### config.mk
export PLATFORM = sky130hd
export DESIGN_NAME = spy_uart_port
export DESIGN_NICKNAME = d
export VERILOG_FILES = /design/src/rtl/spy_uart_port.sv
export SDC_FILE = /design/constraint.sdc
export NUM_CORES = 1
export LEC_CHECK = 0
export BUFFER_PORTS_ARGS = -buffer_cell sky130_fd_sc_hd__buf_2
export CAP_MARGIN = 20
export CORE_ASPECT_RATIO = 1.2
export CORE_MARGIN = 2
export CORE_UTILIZATION = 45
export CTS_CLUSTER_SIZE = 24
export DETAILED_ROUTE_END_ITERATION = 8
export GPL_ROUTABILITY_DRIVEN = 0
export MAX_ROUTING_LAYER = met4
export PLACE_DENSITY = 0.73
export SYNTH_ARGS = -nofsm -noshare
export SYNTH_HDL_FRONTEND = slang
export SYNTH_SLANG_ARGS = --single-unit
### constraint.sdc
create_clock -name sysclk -period 2.9 [get_ports sysclk]
set_input_delay 0.145 -clock sysclk [delete_from_list [all_inputs] [get_ports sysclk]]
set_output_delay 0.145 -clock sysclk [all_outputs]
set_load 0.005 [all_outputs]
### src/rtl/spy_uart_port.sv
// spy_uart_port
// RS-232 debug bridge between a host serial line and the CPU spy register bus.
// The host sends single-byte commands (8N1) that load a 16-bit holding
// register nibble by nibble, or read/write one of 32 spy registers. Read
// results and write acknowledgements are returned on rs232_txd.
//
// Ports:
//   sysclk     system clock, all logic on the rising edge
//   reset      synchronous active-high reset
//   rs232_rxd  serial receive (idle high, asynchronous to sysclk)
//   rs232_txd  serial transmit (idle high)
//   spy_in     read data from the CPU spy bus
//   spy_out    write data to the CPU spy bus (the holding register)
//   dbread     spy read strobe
//   dbwrite    spy write strobe
//   eadr       spy register address
module spy_uart_port #(
    parameter int CLKS_PER_BIT = 434,
    parameter int DB_CYCLES    = 32
) (
    input  logic        sysclk,
    input  logic        reset,
    input  logic        rs232_rxd,
    output logic        rs232_txd,
    input  logic [15:0] spy_in,
    output logic [15:0] spy_out,
    output logic        dbread,
    output logic        dbwrite,
    output logic [4:0]  eadr
);

    localparam int CW = $clog2(CLKS_PER_BIT + 1);
    localparam int DW = $clog2(DB_CYCLES + 1);
    localparam logic [CW-1:0] BIT_LAST  = CW'(CLKS_PER_BIT - 1);
    localparam logic [CW-1:0] HALF_LAST = CW'(CLKS_PER_BIT / 2 - 1);
    localparam logic [DW-1:0] DB_LAST   = DW'(DB_CYCLES - 1);

    typedef enum logic [1:0] {RX_IDLE, RX_START, RX_DATA, RX_STOP} rx_state_t;
    typedef enum logic [1:0] {CMD_IDLE, CMD_SETUP, CMD_STROBE} cmd_state_t;
    typedef enum logic [1:0] {TX_IDLE, TX_START, TX_DATA, TX_STOP} tx_state_t;

    // Receive side
    logic            rxd_meta, rxd_sync, rxd_prev;
    rx_state_t       rx_state;
    logic [CW-1:0]   rx_cnt;
    logic [2:0]      rx_bit;
    logic [7:0]      rx_shift;
    logic            rx_buf_valid;
    logic [7:0]      rx_buf_data;

    // Command side
    cmd_state_t      cmd_state;
    logic            cmd_is_write;
    logic [DW-1:0]   db_cnt;
    logic [15:0]     hold;
    logic            tx_go;
    logic [31:0]     tx_words;
    logic [2:0]      tx_count;
    logic            buf_pop;

    // Transmit side
    tx_state_t       tx_state;
    logic [CW-1:0]   tx_cnt;
    logic [2:0]      tx_bit;
    logic [7:0]      tx_shift;
    logic [31:0]     tx_queue;
    logic [2:0]      tx_left;

    assign spy_out = hold;

    // A buffered command is taken only when the command FSM is idle (so no
    // strobe is active) and the transmitter is idle, including the cycle in
    // which a response has just been handed over but not yet started.
    assign buf_pop = (cmd_state == CMD_IDLE) && rx_buf_valid &&
                     (tx_state == TX_IDLE) && !tx_go;

    // Two-flop synchronizer for the asynchronous receive line, plus one more
    // stage so a falling edge can be detected on synchronized data. All
    // stages reset to the idle (high) level so reset never looks like a start.
    always_ff @(posedge sysclk) begin
        if (reset) begin
            rxd_meta <= 1'b1;
            rxd_sync <= 1'b1;
            rxd_prev <= 1'b1;
        end else begin
            rxd_meta <= rs232_rxd;
            rxd_sync <= rxd_meta;
            rxd_prev <= rxd_sync;
        end
    end

    // Receiver: rechecks the start bit half a bit after the falling edge,
    // then samples every following bit at its middle. A good stop bit puts
    // the byte into the single-entry buffer unless it is still occupied, in
    // which case the new byte is lost and the buffered one survives.
    always_ff @(posedge sysclk) begin
        if (reset) begin
            rx_state     <= RX_IDLE;
            rx_cnt       <= '0;
            rx_bit       <= '0;
            rx_shift     <= '0;
            rx_buf_valid <= 1'b0;
            rx_buf_data  <= '0;
        end else begin
            if (buf_pop) begin
                rx_buf_valid <= 1'b0;
            end
            case (rx_state)
                RX_IDLE: begin
                    if (rxd_prev && !rxd_sync) begin
                        rx_state <= RX_START;
                        rx_cnt   <= '0;
                    end
                end
                RX_START: begin
                    if (rx_cnt == HALF_LAST) begin
                        rx_cnt <= '0;
                        if (!rxd_sync) begin
                            rx_state <= RX_DATA;
                            rx_bit   <= '0;
                        end else begin
                            rx_state <= RX_IDLE;
                        end
                    end else begin
                        rx_cnt <= rx_cnt + 1'b1;
                    end
                end
                RX_DATA: begin
                    if (rx_cnt == BIT_LAST) begin
                        rx_cnt   <= '0;
                        rx_shift <= {rxd_sync, rx_shift[7:1]};
                        if (rx_bit == 3'd7) begin
                            rx_state <= RX_STOP;
                        end else begin
                            rx_bit <= rx_bit + 1'b1;
                        end
                    end else begin
                        rx_cnt <= rx_cnt + 1'b1;
                    end
                end
                RX_STOP: begin
                    if (rx_cnt == BIT_LAST) begin
                        rx_cnt   <= '0;
                        rx_state <= RX_IDLE;
                        if (rxd_sync && !rx_buf_valid) begin
                            rx_buf_valid <= 1'b1;
                            rx_buf_data  <= rx_shift;
                        end
                    end else begin
                        rx_cnt <= rx_cnt + 1'b1;
                    end
                end
                default: rx_state <= RX_IDLE;
            endcase
        end
    end

    // Command FSM: nibble loads complete in one cycle. Reads and writes
    // first drive eadr for one setup cycle, then hold the strobe for
    // DB_CYCLES cycles. On the last strobe cycle the response is handed to
    // the transmitter; for a read the bytes are built from spy_in as it is
    // seen during that last asserted cycle.
    always_ff @(posedge sysclk) begin
        if (reset) begin
            cmd_state    <= CMD_IDLE;
            cmd_is_write <= 1'b0;
            db_cnt       <= '0;
            hold         <= '0;
            eadr         <= '0;
            dbread       <= 1'b0;
            dbwrite      <= 1'b0;
            tx_go        <= 1'b0;
            tx_words     <= '0;
            tx_count     <= '0;
        end else begin
            tx_go <= 1'b0;
            case (cmd_state)
                CMD_IDLE: begin
                    if (buf_pop) begin
                        case (rx_buf_data[7:4])
                            4'h1: hold[3:0]   <= rx_buf_data[3:0];
                            4'h2: hold[7:4]   <= rx_buf_data[3:0];
                            4'h3: hold[11:8]  <= rx_buf_data[3:0];
                            4'h4: hold[15:12] <= rx_buf_data[3:0];
                            4'h8, 4'h9: begin
                                eadr         <= rx_buf_data[4:0];
                                cmd_is_write <= 1'b0;
                                cmd_state    <= CMD_SETUP;
                            end
                            4'hA, 4'hB: begin
                                eadr         <= rx_buf_data[4:0];
                                cmd_is_write <= 1'b1;
                                cmd_state    <= CMD_SETUP;
                            end
                            default: ;
                        endcase
                    end
                end
                CMD_SETUP: begin
                    dbread    <= !cmd_is_write;
                    dbwrite   <= cmd_is_write;
                    db_cnt    <= '0;
                    cmd_state <= CMD_STROBE;
                end
                CMD_STROBE: begin
                    if (db_cnt == DB_LAST) begin
                        dbread    <= 1'b0;
                        dbwrite   <= 1'b0;
                        tx_go     <= 1'b1;
                        cmd_state <= CMD_IDLE;
                        if (cmd_is_write) begin
                            // The write command is 101a_aaaa, so the echo is
                            // rebuilt from the address it set.
                            tx_words <= {24'h0, 3'b101, eadr};
                            tx_count <= 3'd1;
                        end else begin
                            tx_words <= {4'h4, spy_in[15:12], 4'h3, spy_in[11:8],
                                         4'h2, spy_in[7:4],   4'h1, spy_in[3:0]};
                            tx_count <= 3'd4;
                        end
                    end else begin
                        db_cnt <= db_cnt + 1'b1;
                    end
                end
                default: cmd_state <= CMD_IDLE;
            endcase
        end
    end

    // Transmitter: sends tx_count bytes from tx_words, lowest byte first.
    // At the end of a stop bit it goes straight into the next start bit if
    // bytes remain, so multi-byte responses have no idle gap.
    always_ff @(posedge sysclk) begin
        if (reset) begin
            tx_state  <= TX_IDLE;
            tx_cnt    <= '0;
            tx_bit    <= '0;
            tx_shift  <= '0;
            tx_queue  <= '0;
            tx_left   <= '0;
            rs232_txd <= 1'b1;
        end else begin
            case (tx_state)
                TX_IDLE: begin
                    rs232_txd <= 1'b1;
                    if (tx_go) begin
                        tx_shift  <= tx_words[7:0];
                        tx_queue  <= {8'h0, tx_words[31:8]};
                        tx_left   <= tx_count - 3'd1;
                        tx_cnt    <= '0;
                        rs232_txd <= 1'b0;
                        tx_state  <= TX_START;
                    end
                end
                TX_START: begin
                    if (tx_cnt == BIT_LAST) begin
                        tx_cnt    <= '0;
                        tx_bit    <= '0;
                        rs232_txd <= tx_shift[0];
                        tx_state  <= TX_DATA;
                    end else begin
                        tx_cnt <= tx_cnt + 1'b1;
                    end
                end
                TX_DATA: begin
                    if (tx_cnt == BIT_LAST) begin
                        tx_cnt <= '0;
                        if (tx_bit == 3'd7) begin
                            rs232_txd <= 1'b1;
                            tx_state  <= TX_STOP;
                        end else begin
                            tx_bit    <= tx_bit + 1'b1;
                            rs232_txd <= tx_shift[1];
                            tx_shift  <= {1'b0, tx_shift[7:1]};
                        end
                    end else begin
                        tx_cnt <= tx_cnt + 1'b1;
                    end
                end
                TX_STOP: begin
                    if (tx_cnt == BIT_LAST) begin
                        tx_cnt <= '0;
                        if (tx_left != 3'd0) begin
                            tx_shift  <= tx_queue[7:0];
                            tx_queue  <= {8'h0, tx_queue[31:8]};
                            tx_left   <= tx_left - 3'd1;
                            rs232_txd <= 1'b0;
                            tx_state  <= TX_START;
                        end else begin
                            tx_state <= TX_IDLE;
                        end
                    end else begin
                        tx_cnt <= tx_cnt + 1'b1;
                    end
                end
                default: tx_state <= TX_IDLE;
            endcase
        end
    end

endmodule

==> results by stage <==
Timing:
- The final count of hold timing violations is 0.
- The clock arrives with ~13 ps of skew.
- Setup violations remaining at the end of the flow were counted as 0.
- The number of slew-limit violations in the final report is 0.
- Setup repair after global routing left no endpoint under its margin.
- At the pin with the least slew margin, the transition time is 799 ps.
- The final period utilization is about four fifths.
- The timing-limited maximum frequency is approximately 420 MHz.
- For the finished layout, the period the worst path requires is 2380 ps.
- The total negative setup slack is 0 ps.
- In this run the tightest slew margin relative to its limit is 46.4%.
- The worst hold margin is 8.17 ps.

Synth:
- The Yosys step of the flow raised 0 warnings.
- The synthesized netlist devotes 3.17% of its cell area to adder and majority cells.
- The post-synthesis area per instance is 8.85 µm².
- The synthesized area is 0.00592 mm².
- The count of flip-flops with a built-in enable after synthesis is 0.
- The number of cells produced by synthesis is between 600 and 700.
- The post-synthesis sequential area ratio is between 40 and 50%.
- The area fraction in and, or, nand and nor cells after synthesis is 19.0%.
- The portion of netlist area occupied by mux cells is 9.30%.
- After synthesis, the largest family of logic cells by area is compound AO/OA/AOI/OAI gates.
- Among all flip-flop cells after synthesis, the most frequent one is dfxtp_1.
- The net count after synthesis is around 700.
- The number of distinct library cells after synthesis is 67.
- The synthesized-area fraction occupied by ao, oa, aoi and oai cells is 20.5%.
- The proportion of synthesized flip-flops having asynchronous set or reset is 0%.
- The xor/xnor cell area share of the yosys netlist is less than 1%.
- The flip-flop and latch count after synthesis is 128.

Cells and area:
- Relative to the synthesized area, the layout overhead comes to 15.5%.
- The utilization after layout is 53.7%.
- The post-route netlist has 14.2% of its cells at a drive strength greater than 1.
- The final net count is 732.
- The post-route standard cell area excluding fillers is roughly 0.0068 mm².
- 0 antenna diodes ended up in the layout.
- The finished layout holds just under 900 standard cells, fillers aside.

Worst setup path:
- For the worst setup path, the data arrival time is ~2700 ps.
- The top cell family by delay on the critical path is simple AND/OR/NAND/NOR gates.
- STA puts the critical path data required time at 3170 ps.
- On the critical path, the stage with the largest delay is an instance of or4b_1.
- The setup path with the least slack is of type reg2reg.
- The kind of start point of the critical path is a flip-flop.
- The critical path goes through inv_1, ha_1, nand2b_1, or4b_1, mux2i_1, nor2_1.
- The register-to-register setup slack is around 520 ps.
- For this run, the slowest stage of the critical path takes 800 ps.
- The source of the worst register-to-register timing path is tx_state[1].
- The timing startpoint of the critical path is tx_state[1].
- The capturing element type of the critical path is a flip-flop.
- In this run the worst path has a maximum fanout of 11.
- The combined buffer and inverter count along the critical path is 1.

Drt:
- The post-route antenna net violation count is 0.
- The remaining design rule violation count is 0.
- In the final routed layout, each cell accounts on average for 15.6 µm.
- Before antenna repair, the detailed router went through 5 iterations.
- Detailed routing inserted a total of ~5,100 vias.
- The average via count per standard cell is around 5.9.
- In this run, the number of DRC markers left after iteration 0 of detailed routing was 361.
- The total wirelength of the detailed-routed design is ~14 mm.

Global routing:
- The total congestion overflow is 0.
- The number of antenna violations at the first check in global routing is 0.
- The global router's overall resource usage is 21.0%.
- Entering global routing, the biggest net connects 62 pins.
- The number of global-route vias before repair is 4,924.
- The first global-routing pass estimated 23.2 mm of wire.

Clocking:
- Clock tree synthesis inserted a total of 17 buffers.
- The sink count of the clock tree is between 100 and 150.
- The register clock-pin slew on the reported worst setup and hold paths is 60 ps.
- The maximum number of buffers from clock root to sink is 2.
- The maximum level of the CTS H-tree is 4.
- After clock tree synthesis, the setup repair step added 0 buffers.
- The source-to-sink clock delay at the later pin of the worst-skew pair is 420 ps.
- TritonCTS built the clock tree.
- The clock root buffer is clkbuf_16.

Floorplan:
- The number of primary I/O pins is 43.
- The total area inside the core boundary comes to 0.0127 mm².
- The y dimension of the die is 130 µm.
- The floorplan step set the die width to roughly 110 µm.
- The floorplan step defined a die boundary enclosing 0.0141 mm².
- The cell row count is 45.
- The initial cell density of the core is 46.5%.

Placed design:
- The number of placed instances, taps included, is 838.
- The number of buffer cells added on primary ports is 42.
- The total placed instance area is 0.00620 mm².
- The final HPWL from detailed placement is 9.14 mm.

Power:
- The worst-case IR drop observed on VDD is 410 µV.
- For this design the static power due to leakage is 2.46 nW.
- Dividing total power by cell area gives a power density of 578 mW/mm².

Hold path:
- The min-delay analysis places its worst path in the category in2reg.
- The startpoint identified for the worst hold timing path is spy_in[14].

Run:
- Across the run, the number of max-cap violations was 0.

Run status:
- The flow ran to the end, and the final reports show no timing, DRC or antenna violations.
[path summary, 6_finish.rpt]
path / to / cells past startpoint
setup / recovery: eadr[1] / 6
hold / removal: tx_words[26] / 3
setup reg to reg: eadr[1] / 6
hold reg to reg: rxd_sync / 1
[layer usage]
metal	share of wire, %	vias to the layer above	wire, µm	GRT usage [%]
met5	0	-	0	-
met2	50	112	6820	33.9
li1	-	2504	-	-
met1	45	2480	6080	25.5
met3	3.2	23	442	3.52
met4	2.1	0	280	9.43
[kinds of logic after synthesis]
group	Yosys count
fa+ha+maj	15
compound gates	188
buf+inv	64
flops	128
mux	55
simple gates	218
xor+xnor	1
[worst min-delay path, delay by kind of cell]
family                 cells  cell delay, ps
buffers and inverters      1             100
AND/OR/NAND/NOR            1              70
AO/OA/AOI/OAI              1              60
[cells in the final DEF (no fill, tap or decap), types with 3 or more instances in the layout]
cell           synthesis  routed
a311oi_1              13      13
o21a_1                 4       4
nand2b_1               9       9
o21ai_0               31      31
ha_1                  15      15
o22ai_1                4       4
clkinv_4               0       4
and3_1                 7       7
a22oi_1                3       3
inv_6                  0       4
buf_4                  1      11
nor4_1                 4       4
clkinvlp_4             0       3
nand4_1               11      11
dlygate4sd3_1          0       5
a22o_1                 6       6
buf_2                 12      41
nand2_1               60      60
mux2i_1               55      55
nor2b_1                7       7
o211ai_1               3       3
nor2_1                56      56
dfxtp_1              128     128
nand3_1               24      24
a211oi_1              16      16
nor3_1                 9       9
and4_1                 3       3
a31oi_1                5       5
o311ai_0               3       3
or3_1                  5       5
clkbuf_16              0      17
and2_1                 3       3
a21oi_1               76      76
a41oi_1                4       4
inv_1                 16      16
or2_2                  4       4
[state kept, by name (all words and copies together) (netlist names), 2 cells and up, named ones only]
register and count:
db_cnt 6, rx_buf_data 8, rx_bit 3, tx_words 18
eadr 5, rx_cnt 9, tx_shift 8, tx_cnt 9
tx_queue 16, spy_out 16, tx_left 3, tx_bit 3
rx_shift 8, cmd_state 2, tx_state 2
[per-stage QoR]
| step | total power, mW | setup WS [ps] |
|---|---|---|
| 2_1_floorplan | 1.86 | 887 |
| 3_3_place_gp | 1.89 | 473 |
| 3_5_place_dp | 1.89 | 549 |
| 4_1_cts | 3.98 | 532 |
| 5_1_grt | 4.07 | 345 |
| 6_report | 3.95 | 525 |
[synthesized netlist by cell type (4+ instances only)]
cell type / instances / share of area, %
nand3_1: 24 / 2.0
a211oi_1: 16 / 2.0
nor3_1: 9 / 0.76
nor4_1: 4 / 0.42
nand4_1: 11 / 1.2
dfxtp_1: 128 / 43
a311oi_1: 13 / 1.9
nor2_1: 56 / 3.6
clkbuf_1: 29 / 1.8
nor2b_1: 7 / 0.74
or2_2: 4 / 0.42
nand2_1: 60 / 3.8
and3_1: 7 / 0.74
a31oi_1: 5 / 0.53
a21oi_1: 76 / 6.4
o22ai_1: 4 / 0.42
nand2b_1: 9 / 0.95
o21a_1: 4 / 0.51
or3_1: 5 / 0.53
inv_1: 16 / 1.0
o21ai_0: 31 / 2.6
mux2i_1: 55 / 9.3
a22o_1: 6 / 0.89
buf_2: 12 / 1.0
ha_1: 15 / 3.2
a41oi_1: 4 / 0.59
[cell type report]
type / instances / area, µm²
clock buffer: 18 / 429
multi-input combinational: 477 / 3080
tap: 164 / 205
clock inverter: 14 / 158
timing repair buffer: 57 / 338
fill: 1170 / 5890
inverter: 17 / 63.8
sequential: 128 / 2560
[power breakdown]
group,total [mW],internal (mW),switching [mW]
Sequential,1.77,1.76,0.00880
Clock,2.09,1.28,0.811
Combinational,0.0888,0.0310,0.0578
Total,3.95,3.07,0.878
[what timing repair did]
item	in CTS	in global routing
resized for setup	0	0
hold buffers	5	0
hold endpoints to repair	5	0
No activity file was read; power rests on OpenSTA's default activity.
